File: src/rtl/aux_osc_ctrl.sv
// Sequencer/measurement controller for the auxiliary ring oscillator: enable, settle, count edges, report.
// Optional macro AUX_OSC_CTRL_CONT_EN selects continuous back-to-back measurement windows.
module aux_osc_ctrl #(
    parameter int CNT_W      = 16,
    parameter int WIN_W      = 16,
    parameter int SETTLE_CYC = 64
) (
    input  logic             clk,
    input  logic             rst,
    input  logic             start,
    input  logic             stop,
    input  logic [WIN_W-1:0] win_len,
    input  logic             osc_in,
    output logic             glob_en,
    output logic             busy,
    output logic             done,
    output logic [CNT_W-1:0] count,
    output logic             ovf,
    output logic [1:0]       dbg_state
);

    localparam int SC_W = (SETTLE_CYC > 1) ? $clog2(SETTLE_CYC) : 1;

    typedef enum logic [1:0] {
        S_IDLE    = 2'd0,
        S_SETTLE  = 2'd1,
        S_MEASURE = 2'd2,
        S_DONE    = 2'd3
    } state_t;

    state_t           r_state;
    state_t           w_state_nxt;
    logic             r_sync1, r_sync2, r_sync3;
    logic [SC_W-1:0]  r_settle_cnt;
    logic [WIN_W-1:0] r_win;
    logic [WIN_W-1:0] r_win_cnt;
    logic [CNT_W-1:0] r_acc;
    logic             r_ovf_acc;
    logic             r_glob_en, r_busy, r_done, r_ovf;
    logic [CNT_W-1:0] r_count;

    logic             w_edge;
    logic             w_settle_last;
    logic             w_win_last;
    logic             w_acc_inc;
    logic             w_acc_full;
    logic [CNT_W-1:0] w_acc_nxt;
    logic             w_ovf_nxt;

    assign w_edge        = r_sync2 & ~r_sync3;
    assign w_settle_last = (r_settle_cnt == SC_W'(SETTLE_CYC - 1));
    assign w_win_last    = (r_win_cnt == WIN_W'(1));
    assign w_acc_inc     = (r_state == S_MEASURE) && w_edge;
    assign w_acc_full    = &r_acc;

    // An edge that arrives while the accumulator is already full is lost; flag it.
    always_comb begin
        w_acc_nxt = r_acc;
        w_ovf_nxt = r_ovf_acc;
        if (w_acc_inc) begin
            if (w_acc_full) begin
                w_ovf_nxt = 1'b1;
            end else begin
                w_acc_nxt = r_acc + CNT_W'(1);
            end
        end
    end

    always_comb begin
        w_state_nxt = r_state;
        case (r_state)
            S_IDLE:    if (start) w_state_nxt = S_SETTLE;
            S_SETTLE:  if (w_settle_last) w_state_nxt = S_MEASURE;
            S_MEASURE: if (w_win_last) w_state_nxt = S_DONE;
            S_DONE: begin
`ifdef AUX_OSC_CTRL_CONT_EN
                w_state_nxt = S_MEASURE;
`else
                w_state_nxt = S_IDLE;
`endif
            end
            default:   w_state_nxt = S_IDLE;
        endcase
        if (stop) w_state_nxt = S_IDLE;
    end

    always_ff @(posedge clk) begin
        if (rst) begin
            r_state      <= S_IDLE;
            r_sync1      <= 1'b0;
            r_sync2      <= 1'b0;
            r_sync3      <= 1'b0;
            r_settle_cnt <= '0;
            r_win        <= '0;
            r_win_cnt    <= '0;
            r_acc        <= '0;
            r_ovf_acc    <= 1'b0;
            r_glob_en    <= 1'b0;
            r_busy       <= 1'b0;
            r_done       <= 1'b0;
            r_count      <= '0;
            r_ovf        <= 1'b0;
        end else begin
            r_state <= w_state_nxt;
            r_sync1 <= osc_in;
            r_sync2 <= r_sync1;
            r_sync3 <= r_sync2;

            // Outputs are decoded from the next state so they line up with the state register.
`ifdef AUX_OSC_CTRL_CONT_EN
            r_glob_en <= (w_state_nxt != S_IDLE);
`else
            r_glob_en <= (w_state_nxt == S_SETTLE) || (w_state_nxt == S_MEASURE);
`endif
            r_busy    <= (w_state_nxt == S_SETTLE) || (w_state_nxt == S_MEASURE);
            r_done    <= (w_state_nxt == S_DONE);

            if (r_state == S_IDLE && w_state_nxt == S_SETTLE) begin
                r_win        <= (win_len == '0) ? WIN_W'(1) : win_len;
                r_settle_cnt <= '0;
            end else if (r_state == S_SETTLE) begin
                r_settle_cnt <= r_settle_cnt + SC_W'(1);
            end

            if (w_state_nxt == S_MEASURE && r_state != S_MEASURE) begin
                r_win_cnt <= r_win;
                r_acc     <= '0;
                r_ovf_acc <= 1'b0;
            end else if (r_state == S_MEASURE) begin
                r_win_cnt <= r_win_cnt - WIN_W'(1);
                r_acc     <= w_acc_nxt;
                r_ovf_acc <= w_ovf_nxt;
            end

            // Include the final window cycle's edge in the reported result.
            if (w_state_nxt == S_DONE) begin
                r_count <= w_acc_nxt;
                r_ovf   <= w_ovf_nxt;
            end
        end
    end

    assign glob_en   = r_glob_en;
    assign busy      = r_busy;
    assign done      = r_done;
    assign count     = r_count;
    assign ovf       = r_ovf;
    assign dbg_state = r_state;

endmodule

File: config.mk
export PLATFORM = sky130hd
export DESIGN_NAME = aux_osc_ctrl
export DESIGN_NICKNAME = d
export VERILOG_FILES = /design/src/rtl/aux_osc_ctrl.sv
export SDC_FILE = /design/constraint.sdc
export NUM_CORES = 1
export LEC_CHECK = 0
export CORE_MARGIN = 2
export CORE_UTILIZATION = 59
export DETAILED_ROUTE_END_ITERATION = 6
export HOLD_SLACK_MARGIN = 0.1
export PLACE_DENSITY = 0.84
export SLEW_MARGIN = 20
export SYNTH_ARGS = -nofsm -noshare
export SYNTH_HDL_FRONTEND = slang
export SYNTH_SLANG_ARGS = --single-unit
File: constraint.sdc
create_clock -name clk -period 6.6 [get_ports clk]
set_input_delay 1.32 -clock clk [delete_from_list [all_inputs] [get_ports clk]]
set_output_delay 1.32 -clock clk [all_outputs]
set_load 0.01 [all_outputs]
# Word-level counts from Yosys, hierarchy flattened
# Index checks and enable logic that the tools add are counted.
# classes
add_sub_neg,3
n_eq_ne,9
n_mux,12
bitwise_logic,2
n_reduce_logical,10
# ops
operator,n
16-bit two-way mux,5
16-bit by 1-bit adder with 16-bit output (second input constant),1
16-bit by 1-bit equality test with 1-bit output (second input constant),1
16-bit logical NOT,1
16-bit AND reduction,1
16-bit by 1-bit subtractor with 16-bit output (second input constant),1
2-bit equality test (second input constant),4
2-bit two-way mux,4
2-bit one-hot mux with 4 select lines,1
6-bit by 1-bit adder with 6-bit output (second input constant),1
6-bit equality test (second input constant),1
2-bit by 1-bit equality test with 1-bit output (second input constant),2
2-bit OR reduction,2
1-bit logical AND,3
2-bit logical NOT,1
1-bit two-way mux,2
2-bit inequality test (second input constant),1
2-bit nonzero test,1
1-bit AND,1
1-bit logical OR,1
1-bit inverter,1
# word_totals
reg_bits,79
input_bits,21
word_cells,49

# Longest topological paths before layout
# Gate-level depths: netlist (run 1).
# depth
word_depth,7
depth_mapped,13

# Worst setup path before layout (run 1)
# No wires, ideal clock.
# synth_timing
kind,input-to-reg
start,input start
end,register r_win[10]
setup_ns,0.059
arrival_ns,2.791
required_time_ns,6.541
path_slack_ns,3.750
cell_stages,9
path_buffers,1
cell_sequence,nor3_1 -> nor2_1 -> nand2_1 -> inv_1 -> ha_1 -> nor3b_2 -> nor3b_1 -> buf_2 -> a22o_1
# synth_via
elab_chain_len,5
# synth_rtl
element,line_no,rtl
"start, declared",10,"input logic start,"
2-bit two-way mux,72,S_IDLE: if (start) w_state_nxt = S_SETTLE;
2-bit one-hot mux with 4 select lines,71,case (r_state)
2-bit two-way mux,84,if (stop) w_state_nxt = S_IDLE;
via w_state_nxt[0],32,state_t w_state_nxt;
2-bit by 1-bit equality test with 1-bit output,118,if (r_state == S_IDLE && w_state_nxt == S_SETTLE) begin
1-bit logical AND,118,
"end signal, assigned",119,r_win <= (win_len == '0) ? WIN_W'(1) : win_len;
"end, declared",35,logic [WIN_W-1:0] r_win;
# The timed path passes the listed nets, and every way through them passes these cells.
# A chain may end at the register's enable or synchronous reset.

# Worst setup path after layout (run 1)
# layout_timing
start,"register r_state[1], in the netlist dbg_state[1]"
end,register r_acc[12]
# layout_via
elab_chain_len,6
# layout_rtl
element,line_no,rtl
"start, declared",31,state_t r_state;
"start signal, assigned",104,r_state <= w_state_nxt;
"2-bit equality test, or another cell as far along",71,
2-bit one-hot mux with 4 select lines,71,
2-bit two-way mux,84,
2-bit equality test,125,if (w_state_nxt == S_MEASURE && r_state != S_MEASURE) begin
1-bit logical AND,125,
2-bit OR reduction (no line),n/a,
"end signal, assigned",131,r_acc <= w_acc_nxt;
"end, declared",37,logic [CNT_W-1:0] r_acc;
# Parallel ways exist; a longest one is shown, timed or not.

==> results.yml, run 1 <==
setup_path:
  critPathLaunchType: "flip-flop"
  required_ns: 6.87
  cp-startpoint: "dbg_state[1]"
  crit_chain: "nor2b_1, nand3_1, o22ai_1, nand2_1, ha_1, nand2_1, nand2b_1, nor3_1"
  path_class: "flip-flop to flip-flop"
  r2r_start: "dbg_state[1]"
  cp_common_cell: "nand2_1"
  path_max_fanout: 17
  slowest_stage: "nor2b_1"
  cp_data_arrival_time_ns: 3.58
  crit_path_max_incr_delay_ns: 0.74
  cp-end-kind: "flip-flop"
synthesis:
  yosysSeqAreaShare_pct: 46.2
  synthTopCellsByArea: "dfxtp_1 (46%), nor2_1 (7.5%), a211oi_1 (3.5%)"
  syn_inst: 381
  ys.flop_type: "dfxtp_1"
  post-synth-top-area-cell: "dfxtp_1"
  synth-simple-area-share_pct: 26.9
  synthAdderAreaFrac_pct: 2.56
  synth_cell_type_count: 52
  synth_area_um2: 3420
  yosys_register_bits: 79
  synth_top_family_by_area: "simple AND/OR/NAND/NOR gates"
  yosys.area.top_type_share_pct: 46.2
  syn-num-nets: 409
  avgSynthCellArea_um2: 8.98
  yosys-mux-area-fraction_pct: 2.67
  synthXorXnorAreaFrac_pct: 4.10
  yosys_warnings: 0
  synth-async-reset-ratio_pct: 0
  synth_compound_area_share_pct: 14.0
  synth_edf_count: 0
floorplanning:
  io-pin-count: 43
  dieHeight_um: 80.2
  rows: 27
  core_area_um2: 5540
  dieArea_um2: 6430
  floorplan.initialDensity_pct: 61.8
  die_x_um: 80.2
detailed_routing:
  post-route-drc-count: 0
  routedWlPerCell_um: 14.7
  routed-via-count: 2896
  finalWirelength_um: 7200
  ant_nets: 0
  firstDrtPassIters: 4
  drt_iter0_markers: 222
  viasPerCell: 5.92
min_path:
  min_path_type: "flip-flop to flip-flop"
  hold_start: "r_sync1"
placement:
  post_dp_cell_area_um2: 3850
  port_buffers: 42
  routabilityCongestion: 0.877
  dpl.hpwl_um: 4880
sta:
  rsz0062_at_grt: "false"
  setup_tns_ns: 0
  fmax_mhz: 302
  finalMaxSlewViolations: 0
  tightest_slew_ns: 0.868
  fin_crit_ns: 3.31
  max_slew_margin_pct: 41.6
  finalHoldViolCount: 0
  skew_ns: 0.00954
  finalCritPeriodShare_pct: 50.2
  setup_viol: 0
power_and_ir_drop:
  finalPower_mw: 0.946
  power-per-cell-area_nw_per_um2: 232
  vdd.ir_drop.worst_v: 0.000139
  power.leakage_nw: 1.43
global_routing:
  grt_pass1_wl_um: 12200
  overflow: 0
  grt_pass1_vias: 2713
  grt_start_max_net_pins: 49
  groute.usage.overall_pct: 24.0
  antenna_found_initial: 0
finish:
  layout_commonest_cell: "dfxtp_1"
  syn_to_final_growth_pct: 19.1
  fin_area_um2: 4080
  layout_common_cells: "dfxtp_1 (79), nor2_1 (68), clkdlybuf4s50_1 (42)"
  fin_nets: 441
  antenna_cells: 0
  drive_gt1_share_pct: 6.95
clock_network:
  clk_path_buf_depth: 2
  postCtsSetupBuffers: 0
  htree_levels: 3
  clk_pin_slew_worst_paths_ns: 0.07
  clockRootBuffer: "clkbuf_8"
  ctsResizeCount: 0
  clkSinkCount: 79
  cts_buffers: 9
  hold_buffers: 0
  insertion_delay_ns: 0.35
  cts_tree: "done"
outcome:
  status: "completed"
flow_run:
  cap_violations: 0
[synthesized netlist by cell type (4+ instances only)]
cell	count
dfxtp_1	79
nor2_1	68
nand2_1	21
a211oi_1	16
clkbuf_1	15
a22o_1	13
nor3_1	13
a21oi_1	12
nand3_1	12
xnor2_1	12
nand4_1	10
mux2i_1	8
nor4_1	8
ha_1	7
nand2b_1	7
inv_1	6
a22oi_1	5
a31oi_1	5
buf_2	5
nor2b_1	5
o21ai_0	4
or3_1	4
xor2_1	4
[registers in the layout, indices dropped and copies added (netlist names), 2 cells and up]
| name | flops |
|---|---|
| count | 16 |
| dbg_state | 2 |
| r_acc | 16 |
| r_settle_cnt | 6 |
| r_win | 16 |
| r_win_cnt | 16 |
[cell type report]
cell class              count  area, um2
well taps                  72       90.1
clock inverters             4       95.1
clock buffers              11        131
fillers                   414       1470
flip-flops and latches     79       1580
multi-input cells         273       1720
inverters                   6       22.5
repair buffers             44        435
[metal layers]
layer	track usage, %	vias up	wire length [um]
met5	0	-	0
met2	36.8	89	3370
li1	-	1426	-
met3	4.16	13	393
met4	12.0	0	121
met1	32.6	1368	3320
[kinds of logic (layout without fill, tap and decap cells)]
logic type,Yosys count,count (layout)
and+or+nand+nor,174,174
DFF,79,79
AOI/OAI and AO/OA,67,67
buffers and inverters,29,65
xor gates and xnor gates,16,16
muxes,9,9
adders and majority gates,7,7
[worst max-delay path: cells and delay by family, from the launching register on]
kind | cells | cell delay, ns
adders and majority gates | 1 | 0.33
AOI/OAI and AO/OA | 1 | 0.20
DFF | 1 | 0.57
and+or+nand+nor | 6 | 2.13
[metrics by stage]
step                setup slack (ns)  utilization, %  std cells  hold slack [ns]
floorplan                       3.75               -        381            0.414
global placement                3.06            69.4        474            0.424
detailed placement              3.00            69.4        474            0.437
CTS                             3.23            73.5        489            0.457
global route                    3.02            73.6        489            0.481
finish                          3.29            73.6        489            0.450
[power by group]
part           switching, mW  total (mW)  internal, mW
Combinational         0.0183      0.0393        0.0210
Sequential           0.00503       0.489         0.483
Clock                  0.169       0.418         0.249
[final timing paths]
path              slack [ns]  cells after the start   endpoint
setup reg to reg        3.29                      8  r_acc[12]
setup / recovery        3.29                      8  r_acc[12]
hold / removal          0.45                      1    r_sync2
hold reg to reg         0.45                      1    r_sync2
No activity file was read; power rests on OpenSTA's default activity.
==> inputs of run 2 (changes only) <==
--- a/config.mk
+++ b/config.mk
@@ -6,10 +6,10 @@
 export NUM_CORES = 1
 export LEC_CHECK = 0
 export CORE_MARGIN = 2
-export CORE_UTILIZATION = 59
+export CORE_UTILIZATION = 55
 export DETAILED_ROUTE_END_ITERATION = 6
 export HOLD_SLACK_MARGIN = 0.1
-export PLACE_DENSITY = 0.84
+export PLACE_DENSITY = 0.79
 export SLEW_MARGIN = 20
 export SYNTH_ARGS = -nofsm -noshare
 export SYNTH_HDL_FRONTEND = slang
==> constraint.sdc (replaced) <==
create_clock -name clk -period 3.1 [get_ports clk]
set_input_delay 0.62 -clock clk [delete_from_list [all_inputs] [get_ports clk]]
set_output_delay 0.62 -clock clk [all_outputs]
set_load 0.01 [all_outputs]
==> run 2 against run 1 <==
  * Via count fell by 2.3%
  * Cell area rose by 0.52%
  * Sequential share of layout area fell by 0.20 points
  * Total power rose by 98%
  * First-iteration DRC count fell by 39%
  * Critical path depth rose by 2
  * Cell count rose by 2.0%
  * Routed wire length fell by 1.3%
  * Clock skew fell by 0.0013 ns
  * Register-to-register slack got worse by 3.0 ns
  * Largest cell class unchanged
==> results.yml, run 2 (synthesis results as in run 1) <==
finish:
  fin_nets: 449
  multi_input_area_um2: 1720
  layout_common_cells: "dfxtp_1 (79), nor2_1 (68), clkdlybuf4s50_1 (42)"
  syn_to_final_growth_pct: 19.7
  fill_cells: 488
  fin_area_um2: 4100
  antenna_cells: 0
  drive_gt1_share_pct: 8.49
  layout_commonest_cell: "dfxtp_1"
  fin_cells: 499
  ff_latch_area_um2: 1580
  fin_util_pct: 68.8
sta:
  setup_ws_ns: 0.279
  rsz0062_at_grt: "false"
  max_slew_margin_pct: 41.8
  skew_ns: 0.00828
  fin_crit_ns: 2.82
  setup_viol: 0
  finalMaxSlewViolations: 0
  tightest_slew_ns: 0.865
  finalHoldViolCount: 0
  hold_ws_ns: 0.448
  setup_tns_ns: 0
  fmax_mhz: 354
  finalCritPeriodShare_pct: 91.0
global_routing:
  antenna_found_initial: 0
  grt_use_met2_pct: 36.5
  grt_start_max_net_pins: 37
  groute.usage.overall_pct: 21.2
  gr-usage-met3_pct: 3.88
  grtUsageMet1_pct: 26.3
  overflow: 0
  grt_pass1_wl_um: 12100
  grt_busiest_layer: "met2"
  grt_pass1_vias: 2717
power_and_ir_drop:
  power-per-cell-area_nw_per_um2: 457
  power.internal_mw: 1.46
  power_frac_seq_pct: 55.6
  finalPower_mw: 1.87
  p_sw_mw: 0.407
  power.leakage_nw: 1.45
  vdd.ir_drop.worst_v: 0.000361
  pwr-share-clk_pct: 39.6
  netSwitchingFraction_pct: 21.8
  p_comb_share_pct: 4.7
clock_network:
  clk_path_buf_depth: 2
  clkSinkCount: 79
  htree_levels: 3
  postCtsSetupBuffers: 0
  cts_buffers: 9
  clk_pin_slew_worst_paths_ns: 0.08
  ctsResizeCount: 0
  hold_buffers: 0
  insertion_delay_ns: 0.34
  cts_tree: "done"
  clockRootBuffer: "clkbuf_8"
placement:
  dp_cells: 485
  dp_slack_ns: 0.314
  port_buffers: 42
  post_dp_cell_area_um2: 3910
  routabilityCongestion: 0.849
  dpl.hpwl_um: 5160
setup_path:
  regToRegSetupSlack_ns: 0.28
  cp_common_cell: "nand2_1"
  path_class: "flip-flop to flip-flop"
  regToRegEndpoint: "r_win_cnt[5]"
  required_ns: 3.39
  path_max_fanout: 9
  cp-end-kind: "flip-flop"
  crit_path_max_incr_delay_ns: 0.55
  critPathLaunchType: "flip-flop"
  crit_chain: "or4_1, or3_4, o22ai_1, nand2_1, ha_1, nand2_1, buf_4, nor2_1, a311oi_1, o21a_1"
  reg2regPathDepth: 10
  slowest_stage: "or4_1"
  r2r_start: "r_win_cnt[10]"
  cp_data_arrival_time_ns: 3.11
floorplanning:
  rows: 28
  floorplan.initialDensity_pct: 57.5
  dieArea_um2: 6870
  dieHeight_um: 82.9
  die_x_um: 82.9
  io-pin-count: 43
  core_area_um2: 5960
detailed_routing:
  routedWlPerCell_um: 14.2
  finalWirelength_um: 7110
  firstDrtPassIters: 4
  drt_iter0_markers: 135
  post-route-drc-count: 0
  routed-via-count: 2828
  ant_nets: 0
  viasPerCell: 5.67
outcome:
  status: "completed"
min_path:
  worstHoldPathCells: 1
  min_to: "r_sync2"
  min_path_type: "flip-flop to flip-flop"
  hold_start: "r_sync1"
flow_run:
  cap_violations: 0
==> run 2: critical path: cells and delay by family (launching register included) <==
| kind | cells | cell delay [ns] |
|---|---|---|
| and+or+nand+nor | 5 | 1.36 |
| AOI/OAI and AO/OA | 3 | 0.56 |
| DFF | 1 | 0.35 |
| adders and majority gates | 1 | 0.31 |
| buffers and inverters | 1 | 0.19 |
==> run 2: final cells by class <==
type                       count  share of cell area, %
timing repair buffer          52                   12.1
sequential                    79                   38.6
inverter                       6                  0.550
multi-input combinational    273                   41.9
clock inverter                 3                   1.10
tap                           75                   2.29
clock buffer                  11                   3.45
==> run 2: worst max path at each step <==
stage	to	slack (ns)	start
after global placement	r_win_cnt[5]	0.39	r_win_cnt[10]
final	r_win_cnt[5]	0.28	r_win_cnt[10]
after CTS	r_win_cnt[5]	0.28	r_win_cnt[10]
after global routing	r_win_cnt[5]	0.13	r_win_cnt[10]
after detailed placement	r_win_cnt[5]	0.31	r_win_cnt[10]
after floorplan	r_win[10]	0.31	r_win_cnt[10]
==> run 2: routing by layer <==
layer / up-vias / part of all wire (%)
li1: 1439 / -
met1: 1328 / 47
met2: 53 / 48
met3: 8 / 3.4
met4: 0 / 1.5
met5: - / 0
==> run 2: power groups by stage <==
| stage | sequential, mW | combinational [mW] | clock [mW] |
|---|---|---|---|
| 2_1_floorplan | 1.06 | 0.0437 | 0 |
| 3_3_place_gp | 1.06 | 0.0873 | 0 |
| 3_5_place_dp | 1.06 | 0.0887 | 0 |
| 4_1_cts | 1.04 | 0.0889 | 0.749 |
| 5_1_grt | 1.04 | 0.0967 | 0.787 |
| 6_report | 1.04 | 0.0886 | 0.741 |
==> inputs of run 3 (changes only) <==
--- a/config.mk
+++ b/config.mk
@@ -9,7 +9,7 @@
 export CORE_UTILIZATION = 55
 export DETAILED_ROUTE_END_ITERATION = 6
 export HOLD_SLACK_MARGIN = 0.1
-export PLACE_DENSITY = 0.79
+export PLACE_DENSITY = 0.9
 export SLEW_MARGIN = 20
 export SYNTH_ARGS = -nofsm -noshare
 export SYNTH_HDL_FRONTEND = slang
==> run 3 against run 2 <==
  * Non-clock buffer count unchanged
  * Highest routed layer unchanged
  * Core utilization increased by 0.32 points
  * Maximum frequency decreased by 0.83%
  * Count of clock-buffer cells in the layout decreased by 1
  * Via count increased by 1.2%
==> results.yml, run 3 (synthesis results as in run 1) <==
global_routing:
  gr-usage-met3_pct: 6.36
  groute.usage.overall_pct: 21.9
  grt_busiest_layer: "met2"
  grt_pass1_wl_um: 12500
  grt_start_max_net_pins: 37
  grt_use_met2_pct: 36.0
  antenna_found_initial: 0
  grtUsageMet1_pct: 28.5
  grt_pass1_vias: 2714
  overflow: 0
detailed_routing:
  finalWirelength_um: 7290
  firstDrtPassIters: 4
  drt_iter0_markers: 243
  post-route-drc-count: 0
  routed-via-count: 2862
  ant_nets: 0
  routedWlPerCell_um: 14.6
  viasPerCell: 5.72
setup_path:
  reg2regPathDepth: 8
  crit_chain: "or4_1, or3_4, o22ai_1, nand2_1, ha_1, nand2_2, nor2_1, a2111oi_0"
  r2r_start: "r_win_cnt[10]"
  slowest_stage: "or4_1"
  path_buf_inv: 0
  required_ns: 3.30
  regToRegSetupSlack_ns: 0.26
  crit_path_max_incr_delay_ns: 0.56
  cp-end-kind: "flip-flop"
  cp_data_arrival_time_ns: 3.04
  critPathLaunchType: "flip-flop"
  path_max_fanout: 11
  regToRegEndpoint: "r_win_cnt[7]"
  path_class: "flip-flop to flip-flop"
  crit_family: "simple AND/OR/NAND/NOR gates"
clock_network:
  clkSinkCount: 79
  insertion_delay_ns: 0.35
  clockRootBuffer: "clkbuf_8"
  clk_path_buf_depth: 2
  htree_levels: 3
  clk_pin_slew_worst_paths_ns: 0.08
  cts_buffers: 9
  postCtsSetupBuffers: 0
  cts_tree: "done"
sta:
  setup_viol: 0
  skew_ns: 0.00963
  fmax_mhz: 352
  max_slew_margin_pct: 46.1
  rsz0062_at_grt: "false"
  finalCritPeriodShare_pct: 91.8
  finalMaxSlewViolations: 0
  setup_tns_ns: 0
  tightest_slew_ns: 0.806
  fin_crit_ns: 2.84
  finalHoldViolCount: 0
finish:
  multi_input_area_um2: 1730
  syn_to_final_growth_pct: 20.3
  layout_common_cells: "dfxtp_1 (79), nor2_1 (68), clkdlybuf4s50_1 (42)"
  drive_gt1_share_pct: 9.18
  ff_latch_area_um2: 1580
  fill_cells: 471
  fin_nets: 449
  antenna_cells: 0
  fin_cells: 500
  layout_commonest_cell: "dfxtp_1"
floorplanning:
  dieArea_um2: 6870
  io-pin-count: 43
  dieHeight_um: 82.9
  rows: 28
  core_area_um2: 5960
  floorplan.initialDensity_pct: 57.5
  die_x_um: 82.9
min_path:
  min_path_type: "flip-flop to flip-flop"
  hold_start: "r_sync1"
  min_to: "r_sync2"
  worstHoldPathCells: 1
placement:
  routabilityCongestion: 0.892
  dp_cells: 485
  dpl.hpwl_um: 5220
  port_buffers: 42
flow_run:
  cap_violations: 0
power_and_ir_drop:
  power-per-cell-area_nw_per_um2: 456
  vdd.ir_drop.worst_v: 0.000415
  power.leakage_nw: 1.46
outcome:
  status: "completed"
## run 3: cell count changes in the layout (fill, tap and decap cells not counted), sizes merged
cell / change
clkinv: +2
clkbuf: -1
## run 3: worst max-delay path by stage
stage / from / endpoint / slack [ns] / depth (start not counted)
after floorplan: r_win_cnt[10] / r_win[10] / 0.31 / 10
after global placement: r_win_cnt[10] / r_win_cnt[11] / 0.39 / 9
after detailed placement: r_win_cnt[10] / r_win[15] / 0.31 / 10
after CTS: r_win_cnt[7] / r_win_cnt[7] / 0.13 / 8
after global routing: r_win_cnt[10] / r_win_cnt[7] / 0.02 / 8
final: r_win_cnt[10] / r_win_cnt[7] / 0.26 / 8
## run 3: cell type report
cell class	count	area share, %
timing repair buffer	52	12.0
clock buffer	10	3.34
clock inverter	5	1.43
multi-input combinational	273	41.9
sequential	79	38.4
tap	75	2.28
inverter	6	0.547
## run 3: stage by stage
step	hold slack (ns)	util [%]	setup WS [ns]	power [mW]	cell area (um2)
3_5_place_dp	0.435	65.7	0.313	1.15	3910
2_1_floorplan	0.414	-	0.309	1.10	3420
6_report	0.445	69.1	0.255	1.88	4120
3_3_place_gp	0.442	65.7	0.386	1.15	3910
5_1_grt	0.462	69.1	0.0176	1.95	4120
4_1_cts	0.454	68.9	0.130	1.89	4110
## run 3: per-layer routing
| metal | part of all wire (%) | wire, um |
|---|---|---|
| met3 | 4.4 | 323 |
| met2 | 49 | 3540 |
| met5 | 0 | 0 |
| met4 | 0.70 | 51 |
| met1 | 46 | 3380 |
## run 3: timing repair
item,CTS,global route
gates resized for setup,0,2
hold buffers,0,0
endpoints found under the setup margin,0,5
## run 3: worst reg2reg max path, stage by stage, from the launching register on
cell and delay (ns):
dfxtp_1 0.36, or4_1 0.56, or3_4 0.37, o22ai_1 0.18
nand2_1 0.10, ha_1 0.32, nand2_2 0.25, nor2_1 0.08
a2111oi_0 0.48
## run 3: power by group
group / leakage, nW / total [mW] / switching [mW] / internal (mW)
clock: 0.0944 / 0.746 / 0.357 / 0.389
combinational: 0.722 / 0.0892 / 0.0401 / 0.0492
sequential: 0.639 / 1.04 / 0.0114 / 1.03
